==> src/rtl/encoder_4to2_seq_if.sv <==
// Handshake bundle between a request source/consumer and encoder_4to2_seq.
// The master side supplies the request vector, load strobe and ready; the
// slave side (the encoder) returns the index, valid and status flags.
interface encoder_4to2_seq_if;
    logic [3:0] D;
    logic       E;
    logic       ready;
    logic [1:0] A;
    logic       V;
    logic       busy;
    logic       multi;

    modport master (
        output D, E, ready,
        input  A, V, busy, multi
    );

    modport slave (
        input  D, E, ready,
        output A, V, busy, multi
    );
endinterface

==> src/rtl/encoder_4to2_seq.sv <==
// Sequential 4-to-2 priority encoder. Captures a request vector on an accepted
// load and emits the index of every set bit, highest first, one per handshake.
// A and V come straight from registered state, so they only change after clk.
module encoder_4to2_seq (
    input  logic                     clk,
    input  logic                     rst_n,
    encoder_4to2_seq_if.slave        bus
);

    typedef enum logic {
        IDLE  = 1'b0,
        DRAIN = 1'b1
    } state_e;

    state_e     state_q, state_d;
    logic [3:0] pending_q, pending_d;
    logic       multi_q, multi_d;
    logic [1:0] idx;
    logic       load_req;
    logic       take;

    // Highest set pending bit wins; index 0 when nothing is pending.
    always_comb begin
        idx = 2'd0;
        if (pending_q[3])      idx = 2'd3;
        else if (pending_q[2]) idx = 2'd2;
        else if (pending_q[1]) idx = 2'd1;
        else                   idx = 2'd0;
    end

    assign load_req = bus.E && (bus.D != 4'b0000);
    assign take     = (state_q == DRAIN) && bus.ready;

    // Next-state: load only from IDLE, otherwise retire one bit per handshake.
    always_comb begin
        state_d   = state_q;
        pending_d = pending_q;
        multi_d   = multi_q;
        case (state_q)
            IDLE: begin
                if (load_req) begin
                    pending_d = bus.D;
                    // More than one bit set iff clearing the lowest leaves something.
                    multi_d   = ((bus.D & (bus.D - 4'd1)) != 4'b0000);
                    state_d   = DRAIN;
                end
            end
            DRAIN: begin
                if (take) begin
                    pending_d = pending_q & ~(4'b0001 << idx);
                    if ((pending_q & ~(4'b0001 << idx)) == 4'b0000)
                        state_d = IDLE;
                end
            end
            default: begin
                state_d   = IDLE;
                pending_d = 4'b0000;
            end
        endcase
    end

    // State registers with synchronous active-low reset.
    always_ff @(posedge clk) begin
        if (!rst_n) begin
            state_q   <= IDLE;
            pending_q <= 4'b0000;
            multi_q   <= 1'b0;
        end else begin
            state_q   <= state_d;
            pending_q <= pending_d;
            multi_q   <= multi_d;
        end
    end

    assign bus.V     = (state_q == DRAIN);
    assign bus.busy  = (state_q == DRAIN);
    assign bus.A     = (state_q == DRAIN) ? idx : 2'd0;
    assign bus.multi = multi_q;

endmodule

==> src/flat_wrapper.sv <==
// flat-port wrapper written by rule: the top's interface ports become plain ports
module encoder_4to2_seq_flat 
  (clk, rst_n, bus_D, bus_E, bus_ready, bus_A, bus_V, bus_busy, bus_multi);
  encoder_4to2_seq_if bus_i ();
  input  logic clk;
  input  logic rst_n;
  input wire logic [$bits(bus_i.D)-1:0] bus_D;
  input wire logic [$bits(bus_i.E)-1:0] bus_E;
  input wire logic [$bits(bus_i.ready)-1:0] bus_ready;
  output wire logic [$bits(bus_i.A)-1:0] bus_A;
  output wire logic [$bits(bus_i.V)-1:0] bus_V;
  output wire logic [$bits(bus_i.busy)-1:0] bus_busy;
  output wire logic [$bits(bus_i.multi)-1:0] bus_multi;
  assign bus_i.D = bus_D;
  assign bus_i.E = bus_E;
  assign bus_i.ready = bus_ready;
  assign bus_A = bus_i.A;
  assign bus_V = bus_i.V;
  assign bus_busy = bus_i.busy;
  assign bus_multi = bus_i.multi;
  encoder_4to2_seq u_core (.clk(clk), .rst_n(rst_n), .bus(bus_i));
endmodule
==> config.mk <==
export PLATFORM = sky130hd
export DESIGN_NAME = encoder_4to2_seq_flat
export DESIGN_NICKNAME = d
export VERILOG_FILES = /design/src/rtl/encoder_4to2_seq_if.sv /design/src/rtl/encoder_4to2_seq.sv /design/src/flat_wrapper.sv
export SDC_FILE = /design/constraint.sdc
export NUM_CORES = 1
export LEC_CHECK = 0
export CORE_AREA = 2 2 39 41
export DETAILED_ROUTE_END_ITERATION = 16
export DIE_AREA = 0 0 41 43
export PLACE_DENSITY_LB_ADDON = 0.08
export SETUP_SLACK_MARGIN = 0.1
export SKIP_LAST_GASP = 1
export SLEW_MARGIN = 20
export SYNTH_ARGS = -nofsm -noshare
export SYNTH_HDL_FRONTEND = slang
export SYNTH_SLANG_ARGS = --single-unit
==> constraint.sdc <==
create_clock -name clk -period 1.14 [get_ports clk]
set_clock_uncertainty 0.05 [all_clocks]
set_input_delay 0.114 -clock clk [delete_from_list [all_inputs] [get_ports clk]]
set_output_delay 0.114 -clock clk [all_outputs]
set_load 0.02 [all_outputs]
==> results of run 1 <==
==> layout make-up <==
class	instances	area (um^2)	share of cell area, %
Inverter	3	11.3	1.73
Sequential cell	6	125	19.2
Multi-Input combinational cell	35	263	40.3
Timing Repair Buffer	26	210	32.2
Clock buffer	3	22.5	3.45
Tap cell	16	20.0	3.07
==> per-layer routing <==
layer | vias up | routed length (um)
li1 | 225 | -
met1 | 204 | 485
met2 | 12 | 469
met3 | 2 | 52
met4 | 0 | 15
met5 | - | 0
==> power groups by stage <==
| stage | Combinational (mW) | Clock, mW | Sequential [mW] |
|---|---|---|---|
| after floorplan | 0.0833 | 0 | 0.253 |
| after global placement | 0.200 | 0 | 0.243 |
| after detailed placement | 0.199 | 0 | 0.243 |
| after CTS | 0.206 | 0.199 | 0.242 |
| after global routing | 0.240 | 0.214 | 0.245 |
| final | 0.220 | 0.200 | 0.243 |
==> registers in the layout (all words and copies together) (netlist names) <==
register          count
u_core.pending_q      4
u_core.bus.multi      1
u_core.bus.V          1
==> worst min-delay path: cells and delay by family <==
family	cells	cell delay, ps
compound gates	1	70
buf+inv	1	290
simple gates	1	100
==> through the flow <==
stage	total power [mW]	setup TNS, ps
final	0.663	0
after detailed placement	0.442	-2000
after global routing	0.699	-101
after global placement	0.443	-1900
after floorplan	0.336	0
after CTS	0.648	-14.8
==> synth_stat cells, drive strengths merged <==
| master | count | area [um^2] |
|---|---|---|
| nand2b | 1 | 6.26 |
| o221ai | 1 | 8.76 |
| or3 | 1 | 6.26 |
| nand3 | 1 | 5.00 |
| mux2i | 1 | 10.0 |
| o21ai | 4 | 20.0 |
| dfxtp | 6 | 120 |
| nor4 | 2 | 27.5 |
| o211ai | 1 | 7.51 |
| nor2 | 3 | 11.3 |
| a211oi | 1 | 7.51 |
| nor3 | 2 | 10.0 |
| o21a | 1 | 7.51 |
| a2bb2oi | 1 | 8.76 |
| inv | 3 | 11.3 |
| maj3 | 1 | 10.0 |
| o311a | 1 | 10.0 |
| buf | 2 | 12.5 |
| nand2 | 6 | 22.5 |
| o22ai | 2 | 12.5 |
| a21oi | 3 | 15.0 |
| nor2b | 2 | 12.5 |
==> path summary, 6_finish.rpt <==
path | end | slack (ps) | depth (start not counted)
min reg2reg | u_core.bus.multi | 430 | 2
max reg2reg | u_core.pending_q[0] | 3 | 4
min | u_core.pending_q[3] | 320 | 3
max | u_core.pending_q[0] | 3 | 4
==> cell families after synthesis <==
family / after synthesis / synth area share (%)
AO/OA/AOI/OAI: 15 / 26.9
adder cells (fa/ha/maj): 1 / 2.76
buffers and inverters: 5 / 6.55
flip-flops: 6 / 33.1
multiplexers: 1 / 2.76
AND/OR/NAND/NOR: 18 / 27.9
==> timing repair <==
action / CTS / global route
gates resized for setup: 32 / 6
pin swaps: 8 / 2
setup endpoints to repair: 11 / 9
setup buffers: 1 / 2
==> results, run 1 <==
- Averaged over all synthesized cells, the footprint is 7.89 um^2.
- The global placement routability congestion is 0.732.
- On the critical path the largest part of the delay comes from compound AO/OA/AOI/OAI gates.
- The worst relative slew slack is 82.6%.
- The repair_antennas step left the layout with diodes totalling 0.
- The finished cells cover 652 um^2.
- The total setup violations reported at the end of the flow is 0.
- The final net count is 83.
- For this design the top-level I/O count stands at 13.
- Setup slack on the critical path of the routed design comes to 2.80 ps.
- The number of antenna violations at the first check in global routing is 0.
- The number of standard cells in the layout, taps in and fillers out is 89.
- Dividing the final minimum period by the clock period gives 99.8%.
- In the global route stage, met2 resource usage came out at 20.3%.
- TritonCTS built the clock tree.
- The slowest stage of the critical path belongs to the cell sky130_fd_sc_hd__o311a_1.
- The total length of routed wires is 1.02 mm.
- The path class of the tightest hold or removal check is input port to flip-flop.
- The detailed-route vias per instance is 4.98.
- The net count of the mapped netlist is 54.
- The fraction of power consumed by sequential logic is 36.6%.
- The switching power is 0.199 mW.
- Buffers inserted to repair hold after CTS numbered 0.
- For this design, the sink count on the clock tree is 6.
- The global routing usage summed across all routing layers is 14.0%.
- Combinational cells account for 33.1% of the total power.
- Setup repair after global routing could not meet its margin everywhere.
- The synthesis warning total is 0.
- The launching point of the worst reg2reg path is u_core.pending_q[3].
- Synthesis produced a netlist whose cell count is 46.
- CTS placed an instance of sky130_fd_sc_hd__clkbuf_4 at the clock tree root.
- Port buffering added 12 buffers.
- The internal power of the cells totals 0.464 mW.
- The pin count of the biggest net entering global routing is 7.
- The number of clock buffers inserted by TritonCTS is 3.
- For this run, the share of the core covered by cells in the final layout is 47.1%.
- Power spread over the standard cell area amounts to 1020 mW/mm^2.
- The final hold violation count was 0.
- Max-cap violations in this run came to 0.
- The slew at the pin with the worst max-slew slack is 260 ps.
- After synthesis, flip-flops and latches occupy 33.1% of the total area.
- The area growth from synthesis to layout is 79.7%.
- Before CTS, the worst setup slack after placement is -305 ps.
- The met1 track demand over resource is 18.0%.
- The count of pins over their slew limit came to 0.
- The library cells used most frequently in the layout, excluding fill and tap cells, are sky130_fd_sc_hd__buf_4, sky130_fd_sc_hd__nand2_1.
- Once placement finished, the instance area stood at 578 um^2.
- Hold is met by 318 ps.
- The placed wire-length estimate is 745 um.
- The floorplan die area is 0.00176 mm^2.
- The count of TritonRoute iterations in the first routing pass is 3.
- In this run the number of H-tree levels came out at 1.
- Derived from the worst setup path, the maximum achievable clock frequency is 879 MHz.
- The global-route met3 utilization is 3.14%.
- In this run the deepest clock path goes through 2 buffers.
- Data on the critical path is required at its endpoint by 1220 ps.
- The global-route wire length before repair is 1.64 mm.
- The detailed-route wire length per cell is 11.5 um.
- The initial utilization of the core area, before any placement, comes to 26.2%.
- The critical path goes through buf_6, o311a_1, o21ai_1, mux2i_1.
- Of the total power, the share spent switching nets is 30.0%.
- After synthesis the cells add up to 363 um^2.
- The critical path data arrival time is 1220 ps.
- The category of the most critical setup path is flip-flop to flip-flop.
- After detailed placement, the design holds a cell count of 83.
- The fraction of power consumed by the clock network is 30.2%.
- In the final layout, the share of cells above drive strength 1 is 45.2%.
- The analysis attributes to cell leakage a power of 0.279 nW.
- The number of rows created at floorplan is 14.
- The clock latency at the later pin of the worst-skew pair is 250 ps.
- Leaving out fill and tap cells, the most frequent cell in the layout is sky130_fd_sc_hd__buf_4.
- The synthesized netlist contains 25 unique library cells.
- After layout, the minimum clock period comes to 1140 ps.
- The core region is 0.00138 mm^2.
- The detailed router placed 443 vias in this run.
- The remaining routing DRC violations is 0.
- From bottom edge to top edge, the die measures 43 um.
- The via count of the first global-routing pass is 386.
- The largest single stage delay on the critical path is 340 ps.
- The detailed router finished its first iteration with 5 violations.
- The clock edge transition at the registers on the reported setup and hold paths is 40 ps.
- The maximum fanout count along the critical path is 4.
- The run finished with clean final reports.
- The endpoint kind of the worst setup timing path is a flip-flop.
- In this run the worst setup path begins at u_core.pending_q[3].
- After synthesis the netlist holds a flip-flop and latch count of 6.
- The highest-utilization routing layer at the global route stage is met2.
- Counting the fill cells in the layout gives 148.
- The horizontal extent of the die is 41 um.
- The post-route antenna net violation count is 0.
- The launching element type of the critical path is a flip-flop.
- Together, buffers and inverters on the worst path number 1.
- IR analysis of the VDD net gives a maximum drop of 564 uV.
- The total congestion overflow is 0.
- The hold path startpoint is bus_D[3].
(Power assumes the default switching activity.)
==> run 2: changes to the inputs <==
--- a/config.mk
+++ b/config.mk
@@ -11,7 +11,7 @@
 export PLACE_DENSITY_LB_ADDON = 0.08
 export SETUP_SLACK_MARGIN = 0.1
 export SKIP_LAST_GASP = 1
-export SLEW_MARGIN = 20
+export SLEW_MARGIN = 5
 export SYNTH_ARGS = -nofsm -noshare
 export SYNTH_HDL_FRONTEND = slang
 export SYNTH_SLANG_ARGS = --single-unit
==> results of run 2 <==
No change in the layout: final DEF, timing and power equal those of run 1.
==> run 3: changes to the inputs <==
--- a/config.mk
+++ b/config.mk
@@ -5,9 +5,11 @@
 export SDC_FILE = /design/constraint.sdc
 export NUM_CORES = 1
 export LEC_CHECK = 0
+export CAP_MARGIN = 5
 export CORE_AREA = 2 2 39 41
 export DETAILED_ROUTE_END_ITERATION = 16
 export DIE_AREA = 0 0 41 43
+export GPL_TIMING_DRIVEN = 0
 export PLACE_DENSITY_LB_ADDON = 0.08
 export SETUP_SLACK_MARGIN = 0.1
 export SKIP_LAST_GASP = 1
==> results, run 3 (synthesis gave the netlist of run 1 again) <==
- The worst reg2reg path depth is 4 (unchanged).
- The remaining routing DRC violations is 0 (unchanged).
- The worst path setup slack after routing came to -3.61 ps (was 2.80 ps).
- The most common cell after layout, fill and taps aside was sky130_fd_sc_hd__buf_4 (unchanged).
- The deepest clock path buffer count came to 2 (unchanged).
- The launching point of the worst reg2reg path is u_core.pending_q[3] (unchanged).
- The worst relative slew slack is 84.2% (was 82.6%).
- The detailed-route wire length per cell is 11.7 um (was 11.5 um).
- The launching element type of the critical path is a flip-flop (unchanged).
- RSZ-0062 raised after global routing: yes (unchanged).
- The total of fill cells in the finished design was 148 (unchanged).
- The number of sinks driven by the clock tree is 6 (unchanged).
- The total congestion overflow is 0 (unchanged).
- The clock edge transition at the registers on the reported setup and hold paths came to 40 ps (about the same).
- The met2 layer wire length in the routed design is 457 um (was 469 um).
- The cts-stage hold buffer count is 0 (unchanged).
- The highest routing layer actually used is met4 (unchanged).
- The layout-stage area growth over the synthesis result is 66.9% (was 79.7%).
- The number of antenna cells inserted came to 0 (unchanged).
- The number of top-level pins is 13 (unchanged).
- The depth of the CTS H-tree is 1 (unchanged).
- The critical path data arrival time is 980 ps (was 1220 ps).
- The category of the most critical setup path is flip-flop to primary output (was flip-flop to flip-flop).
- The number of rows created at floorplan is 14 (unchanged).
- Most frequent cells in the layout: sky130_fd_sc_hd__buf_4, sky130_fd_sc_hd__nand2_1, sky130_fd_sc_hd__dlygate4sd2_1 (was sky130_fd_sc_hd__buf_4, sky130_fd_sc_hd__nand2_1).
- The detailed-route vias per instance is 4.99 (was 4.98).
- The CTS tree is done (unchanged).
- The fraction of layout instances using a drive strength above 1 is 40.0% (was 45.2%).
- The root buffer cell is sky130_fd_sc_hd__clkbuf_4 (unchanged).
- The met1 wire length is 419 um (was 485 um).
- The slew at the pin with the worst max-slew slack is 236 ps (was 260 ps).
- The post-route antenna net violation count is 0 (unchanged).
- The capturing instance or port of the critical path is bus_A[1] (was u_core.pending_q[0]).
- The maximum fanout count along the critical path is 8 (was 4).
- The pin count of the biggest net entering global routing is 9 (was 7).
- The placed wire-length estimate is 636 um (was 745 um).
- The clock latency at the later pin of the worst-skew pair came to 240 ps (was 250 ps).
- The total core area is 0.00138 mm^2 (unchanged).
- The count of port buffers added during placement is 12 (unchanged).
- The count of pins over their slew limit is 0 (unchanged).
- The count of max-cap constraint violations was 0 (unchanged).
- The clock period minus worst slack was 1140 ps (about the same).
- The routed length on met3 is 48 um (was 52 um).
- The number of clock buffers inserted by TritonCTS is 3 (unchanged).
- The total length of routed wires is 951 um (was 1.02 mm).
- The global placement routability congestion is 0.742 (was 0.732).
- The critical path startpoint is u_core.pending_q[3] (unchanged).
- The final reports fail on negative setup slack.
- The reg-to-reg critical path endpoint is u_core.pending_q[0] (unchanged).
- The register containing the most flip-flops in the final layout was u_core.pending_q (unchanged).
- The worst hold slack after final layout was 262 ps (was 318 ps).
- The total setup violations reported at the end of the flow is 1 (was 0).
- The floorplan die area came to 0.00176 mm^2 (unchanged).
- The effective utilization at floorplan is 26.2% (unchanged).
- The worst supply voltage drop on vdd is 443 uV (was 564 uV).
- The class of the tightest hold or removal check is input port to flip-flop (unchanged).
- The final net count is 75 (was 83).
- The total power per unit cell area is 1040 mW/mm^2 (was 1020 mW/mm^2).
- The maximum clock frequency was 874 MHz (was 879 MHz).
- The number of flip-flops under the largest register name is 4 (unchanged).
- Outcome: finished with violations (was finished, final reports clean).
- The total number of vias came to 404 (was 443).
- The global routing usage summed across all routing layers is 13.6% (was 14.0%).
- The endpoint kind of the worst setup timing path is a primary output (was flip-flop).
- The minimum setup slack among reg-to-reg paths is 60 ps (was 3 ps).
- The via count of the first global-routing pass is 351 (was 386).
- The final period utilization came to 100% (was 99.8%).
- The standby leakage power came to 0.244 nW (was 0.279 nW).
- The number of antenna violations at the first check in global routing was 0 (unchanged).
- The chip height is 43 um (unchanged).
- The worst path required time is 980 ps (was 1220 ps).
- The final hold violation count is 0 (unchanged).
- The count of TritonRoute iterations in the first routing pass is 4 (was 3).
- The violation count after the first detailed-routing iteration is 4 (was 5).
- The global-route wire length before repair is 1.53 mm (was 1.64 mm).
- The sum of negative setup slack is -3.61 ps (was 0 ps).
- The horizontal extent of the die was 41 um (unchanged).
[run 3: changes by cell type in the layout (fill, tap and decap cells not counted), sizes merged]
| cell | change |
|---|---|
| dlygate4sd2 | +1 |
| buf | -9 |
[run 3: what timing repair did]
action / in CTS / in global routing
pin swaps: 2 / 5
setup endpoints to repair: 11 / 11
buffers inserted: 1 / 3
cloned: 0 / 0
resized for setup: 29 / 12
[run 3: layout make-up]
type | instances | area [um^2] | area share (%)
Multi-Input combinational cell | 35 | 268 | 44.2
Inverter | 3 | 11.3 | 1.86
Clock buffer | 3 | 22.5 | 3.72
Sequential cell | 6 | 130 | 21.5
Tap cell | 16 | 20.0 | 3.31
Buffer | 2 | 18.8 | 3.10
Timing Repair Buffer | 16 | 135 | 22.3
[run 3: power by group]
group / internal, mW / switching (mW)
Clock: 0.119 / 0.0763
Sequential: 0.227 / 0.0204
Combinational: 0.0965 / 0.0916
Total: 0.443 / 0.188
[run 3: metal layers]
metal | vias to the layer above | GRT usage (%)
met1 | 178 | 18.0
met3 | 4 | 4.71
met2 | 12 | 17.2
li1 | 210 | -
met5 | - | 0
met4 | 0 | 10.0
[run 3: stage by stage]
stage | area [um^2] | instances | util [%] | power, mW | setup slack, ps
6_report | 606 | 81 | 43.8 | 0.631 | -3.61
5_1_grt | 606 | 81 | 43.8 | 0.672 | -43.1
4_1_cts | 547 | 78 | 39.5 | 0.611 | 8.13
3_5_place_dp | 514 | 74 | 37.2 | 0.410 | -334
3_3_place_gp | 514 | 74 | 37.2 | 0.412 | -353
2_1_floorplan | 374 | 46 | - | 0.336 | 101
[run 3: how the worst min path moves through the flow]
stage                     start             endpoint  slack, ps  cells past startpoint
5_1_grt                bus_D[2]  u_core.pending_q[2]        300                      3
2_1_floorplan             rst_n         u_core.bus.V        180                      1
3_5_place_dp   u_core.bus.multi     u_core.bus.multi        420                      2
6_report               bus_D[2]  u_core.pending_q[2]        260                      3
4_1_cts                bus_D[2]  u_core.pending_q[2]        250                      3
3_3_place_gp   u_core.bus.multi     u_core.bus.multi        420                      2
[run 3: critical path, cell delays in order, from the launching register on]
cell and delay, ps:
sky130_fd_sc_hd__dfxtp_2 310, sky130_fd_sc_hd__buf_6 130, sky130_fd_sc_hd__nor2_4 90, sky130_fd_sc_hd__nor2_1 50
sky130_fd_sc_hd__buf_4 150
